## src/rtl/cmp_pkg.sv

```systemverilog
// Shared definitions for the pipelined comparator: op encoding, relation
// flag bundle and the op-to-result mapping.
package cmp_pkg;

  localparam int OP_W = 3;

  localparam logic [OP_W-1:0] OP_GT = 3'd0;
  localparam logic [OP_W-1:0] OP_GE = 3'd1;
  localparam logic [OP_W-1:0] OP_LT = 3'd2;
  localparam logic [OP_W-1:0] OP_LE = 3'd3;
  localparam logic [OP_W-1:0] OP_EQ = 3'd4;
  localparam logic [OP_W-1:0] OP_NE = 3'd5;

  typedef struct packed {
    logic gt;
    logic eq;
    logic lt;
  } rel_t;

  function automatic logic op_is_reserved(input logic [OP_W-1:0] opc);
    logic rsv;
    case (opc)
      OP_GT, OP_GE, OP_LT, OP_LE, OP_EQ, OP_NE: rsv = 1'b0;
      default:                                 rsv = 1'b1;
    endcase
    return rsv;
  endfunction

  // Reserved codes resolve to 0 so a bad op can never assert a decision.
  function automatic logic op_result(input logic [OP_W-1:0] opc, input rel_t rel);
    logic res;
    case (opc)
      OP_GT:   res = rel.gt;
      OP_GE:   res = rel.gt | rel.eq;
      OP_LT:   res = rel.lt;
      OP_LE:   res = rel.lt | rel.eq;
      OP_EQ:   res = rel.eq;
      OP_NE:   res = ~rel.eq;
      default: res = 1'b0;
    endcase
    return res;
  endfunction

endpackage

```

## src/rtl/cmp_core.sv

```systemverilog
// Combinational magnitude comparator producing one-hot gt/eq/lt flags for
// unsigned or two's-complement operands.
module cmp_core
  import cmp_pkg::*;
#(
  parameter int WIDTH = 8
) (
  input  logic [WIDTH-1:0] a,
  input  logic [WIDTH-1:0] b,
  input  logic             signed_mode,
  output logic             gt,
  output logic             eq,
  output logic             lt
);

  logic [WIDTH-1:0] a_key_s;
  logic [WIDTH-1:0] b_key_s;
  logic             eq_s;
  logic             lt_s;

  // Flipping the sign bit maps two's-complement order onto unsigned order.
  always_comb begin
    a_key_s = a;
    b_key_s = b;
    if (signed_mode) begin
      a_key_s[WIDTH-1] = ~a[WIDTH-1];
      b_key_s[WIDTH-1] = ~b[WIDTH-1];
    end else begin
      a_key_s[WIDTH-1] = a[WIDTH-1];
      b_key_s[WIDTH-1] = b[WIDTH-1];
    end
  end

  // Relation flags derived from a single equality and a single less-than.
  always_comb begin
    eq_s = (a_key_s == b_key_s);
    lt_s = (a_key_s < b_key_s);
    eq   = eq_s;
    lt   = lt_s & ~eq_s;
    gt   = ~lt_s & ~eq_s;
  end

endmodule

```

## src/rtl/comparator_pipe.sv

```systemverilog
// Registered comparator with valid/ready handshakes, op decode and a
// saturating count of accepted transactions whose result is true.
module comparator_pipe
  import cmp_pkg::*;
#(
  parameter int WIDTH   = 8,
  parameter int COUNT_W = 16
) (
  input  logic               clk,
  input  logic               rst_n,
  input  logic               in_valid,
  output logic               in_ready,
  input  logic [WIDTH-1:0]   a,
  input  logic [WIDTH-1:0]   b,
  input  logic [OP_W-1:0]    op,
  input  logic               signed_mode,
  output logic               out_valid,
  input  logic               out_ready,
  output logic               result,
  output logic               gt,
  output logic               eq,
  output logic               lt,
  output logic               op_err,
  input  logic               cnt_clr,
  output logic [COUNT_W-1:0] true_cnt
);

  localparam logic [COUNT_W-1:0] CNT_MAX = {COUNT_W{1'b1}};
  localparam logic [COUNT_W-1:0] CNT_ONE = COUNT_W'(1'b1);

  rel_t               rel_s;
  logic               accept_s;
  logic               xfer_s;
  logic               result_s;
  logic               op_err_s;
  logic [COUNT_W-1:0] cnt_nxt_s;

  logic               out_valid_r;
  logic               result_r;
  rel_t               rel_r;
  logic               op_err_r;
  logic [COUNT_W-1:0] cnt_r;

  cmp_core #(
    .WIDTH(WIDTH)
  ) u_core (
    .a           (a),
    .b           (b),
    .signed_mode (signed_mode),
    .gt          (rel_s.gt),
    .eq          (rel_s.eq),
    .lt          (rel_s.lt)
  );

  assign in_ready = ~out_valid_r | out_ready;
  assign accept_s = in_valid & in_ready;
  assign xfer_s   = out_valid_r & out_ready;

  // Op decode for the pair currently on the inputs.
  always_comb begin
    op_err_s = op_is_reserved(op);
    result_s = op_result(op, rel_s);
  end

  // Counter next value: clear dominates, then a saturating increment.
  always_comb begin
    cnt_nxt_s = cnt_r;
    if (cnt_clr) begin
      cnt_nxt_s = {COUNT_W{1'b0}};
    end else if (accept_s && result_s && (cnt_r != CNT_MAX)) begin
      cnt_nxt_s = cnt_r + CNT_ONE;
    end else begin
      cnt_nxt_s = cnt_r;
    end
  end

  // Output register: reload on acceptance, drop valid after a bare transfer.
  always_ff @(posedge clk or negedge rst_n) begin
    if (!rst_n) begin
      out_valid_r <= 1'b0;
      result_r    <= 1'b0;
      rel_r       <= '{gt: 1'b0, eq: 1'b0, lt: 1'b0};
      op_err_r    <= 1'b0;
    end else if (accept_s) begin
      out_valid_r <= 1'b1;
      result_r    <= result_s;
      rel_r       <= rel_s;
      op_err_r    <= op_err_s;
    end else if (xfer_s) begin
      out_valid_r <= 1'b0;
    end
  end

  // True-result counter, independent of output back-pressure.
  always_ff @(posedge clk or negedge rst_n) begin
    if (!rst_n) begin
      cnt_r <= {COUNT_W{1'b0}};
    end else begin
      cnt_r <= cnt_nxt_s;
    end
  end

  assign out_valid = out_valid_r;
  assign result    = result_r;
  assign gt        = rel_r.gt;
  assign eq        = rel_r.eq;
  assign lt        = rel_r.lt;
  assign op_err    = op_err_r;
  assign true_cnt  = cnt_r;

endmodule

```

## config.mk

```make
export PLATFORM = sky130hd
export DESIGN_NAME = comparator_pipe
export DESIGN_NICKNAME = d
export VERILOG_FILES = /design/src/rtl/cmp_pkg.sv /design/src/rtl/cmp_core.sv /design/src/rtl/comparator_pipe.sv
export SDC_FILE = /design/constraint.sdc
export NUM_CORES = 1
export LEC_CHECK = 0
export BUFFER_PORTS_ARGS = -buffer_cell sky130_fd_sc_hd__buf_2
export CORE_ASPECT_RATIO = 1.2
export CORE_MARGIN = 1.5
export CORE_UTILIZATION = 44
export DETAILED_ROUTE_END_ITERATION = 6
export PLACE_DENSITY = 0.77
export SKIP_CTS_REPAIR_TIMING = 1
export SLEW_MARGIN = 10
export SYNTH_ARGS = -nofsm -noshare
export SYNTH_HDL_FRONTEND = slang
export SYNTH_HIERARCHICAL = 1
export SYNTH_SLANG_ARGS = --single-unit
```

## constraint.sdc

```tcl
create_clock -name clk -period 1.9 [get_ports clk]
set_input_delay 0.095 -clock clk [delete_from_list [all_inputs] [get_ports clk]]
set_output_delay 0.095 -clock clk [all_outputs]
set_load 0.05 [all_outputs]
```

==> results of run 1 <==
flip-flops by register name, summed over array words and instances, names as in the netlist:
signal	count
true_cnt	16
eq	1
gt	1
lt	1
op_err	1
out_valid	1
result	1
cell usage in the layout (no fill, tap or decap), types with 4 or more instances in the layout:
master and instances:
a21oi_1 12, buf_2 45, buf_4 24, dfrtp_1 18
dfrtp_2 4, ha_1 5, inv_1 10, mux2_2 4
nand2_1 12, nand3_1 5, nand4_1 6, nor2_1 4
nor2b_1 4, o21ai_0 4, o31ai_1 6, or4_1 6
layout make-up:
cell class | count | area share
timing repair buffer | 75 | 0.2242
sequential | 22 | 0.2572
inverter | 11 | 0.02491
clock buffer | 3 | 0.01043
multi-input combinational | 116 | 0.4623
tap | 36 | 0.02086
metal layers:
metal	up-vias	global-route usage	part of all wire
li1	737	-	-
met1	751	0.2406	0.36
met2	80	0.4256	0.55
met3	15	0.02727	0.061
met4	0	0.08537	0.026
met5	-	0	0
power groups by stage:
stage          Clock [mW]  Combinational, mW  Sequential, mW
3_3_place_gp            0              0.255           0.506
2_1_floorplan           0              0.107           0.575
4_1_cts             0.219              0.266           0.497
3_5_place_dp            0              0.265           0.506
6_report            0.224              0.301           0.497
5_1_grt             0.237              0.323           0.499
worst reg2reg max path, cell delays in order, from the launching register on:
cell and delay [ns]:
dfrtp_1 0.46, nand4_1 0.27, nor4_2 0.44, and2b_1 0.22, buf_12 0.16, nor4b_4 0.06, mux2_4 0.30
worst paths after layout:
kind                                          startpoint                        to  slack (ns)  cells after the start
min in group asynchronous                          rst_n   true_cnt[6]$_DFFE_PN0P_        0.26                      2
max in group asynchronous                          rst_n  true_cnt[11]$_DFFE_PN0P_        1.26                      2
worst min register to register        result$_DFFE_PN0P_        result$_DFFE_PN0P_        0.49                      2
worst min-delay path                            in_valid     out_valid$_DFFE_PN0P_        0.01                      2
worst max register to register  true_cnt[13]$_DFFE_PN0P_   true_cnt[7]$_DFFE_PN0P_       -0.10                      6
worst max-delay path                                b[1]   true_cnt[7]$_DFFE_PN0P_       -0.29                     12
logic make-up (layout without fill, tap and decap cells):
logic type	after synthesis	after routing	synth area share
and+or+nand+nor	59	61	0.2528
muxes	8	8	0.06451
buffers and inverters	16	89	0.04970
adders and majority gates	8	8	0.06975
DFF	22	22	0.3836
AOI/OAI and AO/OA	37	37	0.1674
xor gates and xnor gates	2	2	0.01221
through the flow:
step	instances	hold slack, ns	utilization
2_1_floorplan	152	-0.2006	-
3_3_place_gp	252	0.08504	0.6262
3_5_place_dp	252	0.09036	0.6262
4_1_cts	255	-0.2526	0.6335
5_1_grt	263	0.01624	0.7005
6_report	263	0.01286	0.7005
==> results.py, run 1 <==
metrics = {
    "run_status": {
        "status": "finished with violations",
        "violations": "setup timing",
    },
    "yosys": {
        "ys_ff_latch": 22,
        "async_flop_share": 1.000,
        "syn-num-nets": 185,
        "synth-seq-area-share": 0.3836,
        "synth_top_flop_cell": "dfrtp_1",
        "avgSynthCellArea_um2": 9.442,
        "synth_edf_count": 0,
        "synth.most_common_cell": "dfrtp_1",
        "synth_top_cell_area_share": 0.3836,
        "synthTopCellsByArea": "dfrtp_1 38%, ha_1 7.0%, a21oi_1 4.9%",
        "synth_warnings": 6,
        "yosys.area.top_type": "dfrtp_1",
        "synthCells": 152,
        "synth.cell_area_um2": 1435,
        "ys_types": 45,
        "yosys-top-cells-count": "22 x dfrtp_1, 14 x a21oi_1, 12 x nand2_1, 11 x inv_1",
    },
    "timing": {
        "period_share": 1.151,
        "drv_slew": 0,
        "worst-slew-pin-transition_ns": 0.5095,
        "setup_viol": 16,
        "timing.final.ws_setup_ns": -0.2873,
        "hold_viol_final": 0,
        "maxSlewHeadroom": 0.6603,
        "rsz0062_at_grt": "true",
        "final.setup_skew_ns": 0.01097,
        "min_period_ns": 2.187,
        "setup_tns_ns": -3.327,
        "fmax_mhz": 457.2,
    },
    "die": {
        "rows": 22,
        "dieArea_um2": 3615,
        "pin_count": 48,
        "chipWidth_um": 55.14,
        "start_util": 0.4655,
        "core_area_um2": 3083,
        "die_h_um": 65.56,
    },
    "worst_setup_path": {
        "worst_setup_path_end_kind": "register",
        "worst-path-max-fanout": 5,
        "max_stage_delay_ns": 0.44,
        "path_class": "in2reg",
        "cp_top_family": "simple AND/OR/NAND/NOR gates",
        "crit_chain": "buf_8 > inv_12 > ha_4 > nor2b_1 > o211ai_1 > a21o_1 > a21oi_2 > nor2_1 > o21a_2 > or3_4 > nor4b_4 > mux2_4",
        "critPathSlowestCell": "or3_4",
        "critical_path.startpoint_type": "input port",
        "crit_arrival_ns": 2.41,
        "cp.required_ns": 2.12,
        "path_buf_inv": 2,
    },
    "detailed_routing": {
        "num_vias": 1583,
        "drc": 0,
        "drt-total-wl_um": 4290,
        "wire_per_inst_um": 16.31,
        "first_iter_violations": 108,
        "viasPerCell": 6.019,
        "ant_nets": 0,
        "drt_first_pass_iters": 5,
    },
    "power_and_ir_drop": {
        "power_density_nw_per_um2": 473.3,
        "p_int_mw": 0.6777,
        "combPwrFrac": 0.295,
        "max-vdd-ir-drop_v": 0.0003099,
        "pwr-share-clk": 0.219,
        "power.leakage_nw": 0.9893,
        "swShare": 0.3369,
        "power_frac_seq": 0.486,
        "power.switching_mw": 0.3443,
        "power_mw": 1.022,
    },
    "grt": {
        "grt_max_degree": 23,
        "antenna_found_initial": 0,
        "grt_pass1_vias": 1468,
        "grt.overflow.total": 0,
        "grt_usage": 0.2253,
        "grt_pass1_wl_um": 6106,
    },
    "layout": {
        "final_net_count": 262,
        "drive_gt1_frac": 0.5242,
        "diodes": 0,
        "seqCellArea_um2": 555.5,
        "multiInputGateArea_um2": 998.5,
        "syn_to_final_growth_pct": 50.48,
        "design_area_um2": 2160,
        "n_fill_cell": 251,
    },
    "clocking": {
        "cts_tree": "built",
        "cts-root-buf": "clkbuf_4",
        "cts.path.max_buffers": 2,
        "clock-sinks": 22,
        "cts_buffers": 3,
        "cts.clk_slew.worst_paths_ns": 0.13,
        "clk_latency_ns": 0.32,
        "htreeDepth": 1,
    },
    "placement": {
        "gp_congestion": 0.7467,
        "port_buffers": 47,
        "placed_area_um2": 1931,
        "hpwlAfterDp_um": 2907,
        "dp_slack_ns": -0.7774,
    },
    "worst_hold_path": {
        "min_path_type": "in2reg",
    },
    "flow_run": {
        "maxCapViolCount": 0,
    },
}
Note: power is estimated with default switching activity, not from simulation.
==> inputs of run 2 (changes only) <==
--- a/config.mk
+++ b/config.mk
@@ -10,10 +10,11 @@
 export CORE_MARGIN = 1.5
 export CORE_UTILIZATION = 44
 export DETAILED_ROUTE_END_ITERATION = 6
-export PLACE_DENSITY = 0.77
+export PLACE_DENSITY = 0.74
 export SKIP_CTS_REPAIR_TIMING = 1
 export SLEW_MARGIN = 10
 export SYNTH_ARGS = -nofsm -noshare
 export SYNTH_HDL_FRONTEND = slang
 export SYNTH_HIERARCHICAL = 1
 export SYNTH_SLANG_ARGS = --single-unit
+export TNS_END_PERCENT = 20
==> constraint.sdc (replaced) <==
create_clock -name clk -period 2.72 [get_ports clk]
set_input_delay 0.136 -clock clk [delete_from_list [all_inputs] [get_ports clk]]
set_output_delay 0.136 -clock clk [all_outputs]
set_load 0.05 [all_outputs]
==> run 2 against run 1 <==
The run now ends clean. First-iteration DRC count is 78% lower. Final cell count is 10% lower. Via count is 15% lower. Critical path type unchanged. Largest power group unchanged. Highest routed layer unchanged.
==> results.py, run 2 (synthesis results as in run 1) <==
metrics = {
    "layout": {
        "layout_common_cells": "47 x buf_2, 22 x dfrtp_1, 14 x a21oi_1",
        "design_area_um2": 1733,
        "n_fill_cell": 283,
        "diodes": 0,
        "final_net_count": 235,
        "syn_to_final_growth_pct": 20.75,
        "layout.cells.non_filler": 236,
        "drive_gt1_frac": 0.3450,
        "final_common_cell": "buf_2",
        "largest_register_ffs": 16,
    },
    "worst_setup_path": {
        "startpoint": "a[1]",
        "critPathSlowestCell": "or3_4",
        "crit_chain": "buf_2 > ha_1 > nor2b_1 > o211ai_1 > a31oi_1 > nor2b_4 > a22oi_1 > o21a_1 > or3_4 > nor4b_1 > mux2_2",
        "r2r_end": "true_cnt[3]$_DFFE_PN0P_",
        "max_stage_delay_ns": 0.44,
        "worst_setup_path_end_kind": "register",
        "path_class": "in2reg",
        "crit_arrival_ns": 2.59,
        "r2r-start": "true_cnt[0]$_DFFE_PN0P_",
        "cp.required_ns": 2.92,
        "worst-path-max-fanout": 23,
        "reg2reg_depth": 8,
        "critical_path.startpoint_type": "input port",
        "r2r_setup_slack_ns": 0.51,
    },
    "power_and_ir_drop": {
        "power.switching_mw": 0.2137,
        "combPwrFrac": 0.254,
        "power_density_nw_per_um2": 382.7,
        "power_frac_seq": 0.525,
        "pwr-share-clk": 0.222,
        "max-vdd-ir-drop_v": 0.0002294,
        "power.leakage_nw": 0.8283,
        "p_int_mw": 0.4495,
        "swShare": 0.3223,
    },
    "placement": {
        "gp_congestion": 0.7130,
        "port_buffers": 47,
        "hpwlAfterDp_um": 2497,
        "dp.cells": 232,
        "placed_area_um2": 1700,
    },
    "detailed_routing": {
        "num_vias": 1352,
        "wire_per_inst_um": 13.48,
        "drc": 0,
        "drt_first_pass_iters": 4,
        "viasPerCell": 5.729,
        "first_iter_violations": 24,
        "ant_nets": 0,
        "drt-total-wl_um": 3182,
    },
    "timing": {
        "drv_slew": 0,
        "worst-slew-pin-transition_ns": 0.5036,
        "fmax_mhz": 419.2,
        "min_period_ns": 2.385,
        "hold_viol_final": 0,
        "maxSlewHeadroom": 0.6643,
        "setup_viol": 0,
        "period_share": 0.8769,
        "rsz0062_at_grt": "false",
        "final.setup_skew_ns": 0.005882,
    },
    "clocking": {
        "cts.path.max_buffers": 2,
        "clk_latency_ns": 0.30,
        "cts.clk_slew.worst_paths_ns": 0.12,
        "clock-sinks": 22,
        "htreeDepth": 1,
        "cts_tree": "built",
        "cts-root-buf": "clkbuf_4",
        "cts_buffers": 3,
    },
    "grt": {
        "grt_pass1_wl_um": 5319,
        "grt_max_degree": 24,
        "grt.overflow.total": 0,
        "grt_pass1_vias": 1272,
        "antenna_found_initial": 0,
        "grt_usage": 0.1940,
    },
    "die": {
        "core_area_um2": 3083,
        "rows": 22,
        "start_util": 0.4655,
        "pin_count": 48,
        "dieArea_um2": 3615,
        "chipWidth_um": 55.14,
        "die_h_um": 65.56,
    },
    "run_status": {
        "status": "completed",
    },
    "flow_run": {
        "maxCapViolCount": 0,
    },
    "worst_hold_path": {
        "hp-start": "in_valid",
        "min_path_type": "in2reg",
        "min_path_cells": 2,
        "hold_end": "out_valid$_DFFE_PN0P_",
    },
}
run 2: routing by layer:
layer | share of wire | track usage | up-vias | wire length, µm
met3 | 0.059 | 0.03864 | 4 | 188
li1 | - | - | 672 | -
met1 | 0.40 | 0.2310 | 630 | 1285
met4 | 0.011 | 0.04878 | 0 | 34
met5 | 0 | 0 | - | 0
met2 | 0.53 | 0.3438 | 46 | 1674
run 2: per-stage QoR:
stage	utilization	setup TNS [ns]	total power [mW]	hold slack, ns	setup WS (ns)
after CTS	0.5588	0	0.6697	-0.2103	0.3209
after global placement	0.5515	0	0.5163	0.1220	0.08665
after global routing	0.5621	0	0.6991	0.05945	0.2246
after detailed placement	0.5515	-0.002216	0.5234	0.1333	-0.002216
after floorplan	-	0	0.4693	-0.1596	0.03706
final	0.5621	0	0.6632	0.04736	0.3348
run 2: power by group through the flow:
stage	Combinational, mW	Clock [mW]	Sequential (mW)
5_1_grt	0.183	0.165	0.350
6_report	0.168	0.147	0.348
3_3_place_gp	0.163	0	0.353
4_1_cts	0.170	0.152	0.348
3_5_place_dp	0.169	0	0.354
2_1_floorplan	0.0686	0	0.401
run 2: final cells by class:
class	instances	area, µm²	share of cell area
multi-input combinational	114	813.3	0.4693
timing repair buffer	50	260.3	0.1502
sequential	22	550.5	0.3177
tap	36	45.04	0.02599
inverter	11	41.29	0.02383
clock buffer	3	22.52	0.01300
run 2: worst max-delay path, delay by kind of cell:
family                   cells  cell delay (ns)
AO/OA/AOI/OAI                4             0.58
adder cells (fa/ha/maj)      1             0.30
buffers and inverters        1             0.10
multiplexers                 1             0.37
AND/OR/NAND/NOR              4             1.09
run 2: how the worst max path moves through the flow:
stage	endpoint	slack, ns	cells past startpoint
6_report	true_cnt[7]$_DFFE_PN0P_	0.33	11
5_1_grt	true_cnt[9]$_DFFE_PN0P_	0.22	10
4_1_cts	true_cnt[7]$_DFFE_PN0P_	0.32	11
3_5_place_dp	true_cnt[7]$_DFFE_PN0P_	-0.002	11
3_3_place_gp	true_cnt[7]$_DFFE_PN0P_	0.09	11
2_1_floorplan	true_cnt[7]$_DFFE_PN0P_	0.04	6
==> inputs of run 3 (changes only) <==
==> constraint.sdc (replaced) <==
create_clock -name clk -period 2.66 [get_ports clk]
set_input_delay 0.133 -clock clk [delete_from_list [all_inputs] [get_ports clk]]
set_output_delay 0.133 -clock clk [all_outputs]
set_load 0.05 [all_outputs]
==> run 3 against run 2 <==
Clock power grew 5%. Sequential cell count is the same. Final cell count is the same. Sequential share of layout area is essentially flat. Register-to-register slack lost 0.08 ns. Critical path type unchanged.
==> results.py, run 3 (synthesis results as in run 1) <==
metrics = {
    "detailed_routing": {
        "drc": 0,
        "drt-total-wl_um": 3333,
        "ant_nets": 0,
        "drt_first_pass_iters": 4,
        "first_iter_violations": 29,
        "viasPerCell": 5.814,
        "num_vias": 1372,
        "wire_per_inst_um": 14.12,
    },
    "placement": {
        "hpwlAfterDp_um": 2581,
        "placed_area_um2": 1703,
        "gp_congestion": 0.7441,
        "port_buffers": 47,
    },
    "power_and_ir_drop": {
        "power.switching_mw": 0.2230,
        "swShare": 0.3266,
        "p_int_mw": 0.4597,
        "power_frac_seq": 0.522,
        "max-vdd-ir-drop_v": 0.0002651,
        "combPwrFrac": 0.253,
        "power_mw": 0.6827,
        "pwr-share-clk": 0.225,
        "power_density_nw_per_um2": 393.4,
        "power.leakage_nw": 0.8284,
    },
    "layout": {
        "multiInputGateArea_um2": 815.8,
        "diodes": 0,
        "largest_register_ffs": 16,
        "final_net_count": 235,
        "layout_common_cells": "47 x buf_2, 22 x dfrtp_1, 14 x a21oi_1",
        "syn_to_final_growth_pct": 20.92,
        "seqCellArea_um2": 550.5,
        "drive_gt1_frac": 0.3500,
        "n_fill_cell": 283,
        "design_area_um2": 1735,
        "final_common_cell": "buf_2",
        "utilization": 0.5629,
    },
    "grt": {
        "grt_pass1_wl_um": 5526,
        "grt_usage": 0.2067,
        "grt_pass1_vias": 1260,
        "grt_max_degree": 24,
        "antenna_found_initial": 0,
        "grt.overflow.total": 0,
    },
    "timing": {
        "worst-slew-pin-transition_ns": 0.5225,
        "drv_slew": 0,
        "maxSlewHeadroom": 0.6517,
        "rsz0062_at_grt": "false",
        "period_share": 0.9203,
        "min_period_ns": 2.448,
        "final.setup_skew_ns": 0.002215,
        "setup_tns_ns": 0,
        "fmax_mhz": 408.5,
        "setup_viol": 0,
        "hold_viol_final": 0,
    },
    "worst_setup_path": {
        "worst-path-max-fanout": 23,
        "crit_arrival_ns": 2.65,
        "path_class": "in2reg",
        "critical_path.startpoint_type": "input port",
        "worst_setup_path_end_kind": "register",
        "cp.required_ns": 2.87,
    },
    "run_status": {
        "status": "completed",
    },
    "clocking": {
        "cts.path.max_buffers": 2,
        "clk_latency_ns": 0.31,
        "cts_tree": "built",
        "htreeDepth": 1,
        "cts-root-buf": "clkbuf_4",
        "cts_buffers": 3,
        "clock-sinks": 22,
        "cts.clk_slew.worst_paths_ns": 0.12,
    },
    "die": {
        "dieArea_um2": 3615,
        "start_util": 0.4655,
        "die_h_um": 65.56,
        "pin_count": 48,
        "chipWidth_um": 55.14,
        "rows": 22,
        "core_area_um2": 3083,
    },
    "flow_run": {
        "maxCapViolCount": 0,
    },
    "worst_hold_path": {
        "min_path_type": "in2reg",
    },
}
-- run 3: cell counts in the layout (fill, tap and decap cells not counted) --
No cell type changed its count.
-- run 3: power groups by stage --
stage / registers [mW] / clock network, mW / logic [mW]
3_5_place_dp: 0.363 / 0 / 0.172
3_3_place_gp: 0.362 / 0 / 0.166
6_report: 0.357 / 0.154 / 0.172
4_1_cts: 0.357 / 0.155 / 0.173
5_1_grt: 0.359 / 0.171 / 0.187
2_1_floorplan: 0.410 / 0 / 0.0704
-- run 3: routing by layer --
| metal | routed length, µm | up-vias | global-route usage | part of all wire |
|---|---|---|---|---|
| li1 | - | 676 | - | - |
| met3 | 154 | 4 | 0.01136 | 0.046 |
| met2 | 1738 | 46 | 0.3497 | 0.52 |
| met4 | 51 | 0 | 0.09146 | 0.015 |
| met1 | 1389 | 646 | 0.2626 | 0.42 |
| met5 | 0 | - | 0 | 0 |
-- run 3: path summary, 6_finish.rpt --
kind                                    startpoint                        to  slack, ns  cells after the start
max reg2reg                true_cnt[0]$_DFFE_PN0P_   true_cnt[7]$_DFFE_PN0P_       0.43                      7
min in group asynchronous                    rst_n  true_cnt[15]$_DFFE_PN0P_       0.32                      2
max                                           b[6]   true_cnt[7]$_DFFE_PN0P_       0.21                     10
min reg2reg                         lt$_DFFE_PN0P_            lt$_DFFE_PN0P_       0.52                      1
min                                       in_valid     out_valid$_DFFE_PN0P_       0.05                      2
max in group asynchronous                    rst_n  true_cnt[11]$_DFFE_PN0P_       2.00                      2
-- run 3: cell type report --
cell class | count | share of cell area
Clock buffer | 3 | 0.01298
Timing Repair Buffer | 50 | 0.1500
Inverter | 11 | 0.02379
Sequential cell | 22 | 0.3172
Multi-Input combinational cell | 114 | 0.4701
Tap cell | 36 | 0.02596
-- run 3: per-stage QoR --
stage | hold WS [ns] | setup WS (ns) | cells
after detailed placement | 0.1342 | -0.1163 | 232
final | 0.04748 | 0.2119 | 236
after global routing | 0.03430 | 0.08243 | 236
after floorplan | -0.1626 | 0.2012 | 152
after global placement | 0.1225 | 0.05065 | 232
after CTS | -0.2074 | 0.2098 | 235
-- run 3: worst max-delay path, stage by stage --
cell	delay, ns
buf_2	0.08
inv_1	0.03
ha_1	0.29
nand4_1	0.15
nor2_1	0.32
xnor2_1	0.14
o21a_1	0.21
or3_4	0.48
nor4b_1	0.43
mux2_2	0.39
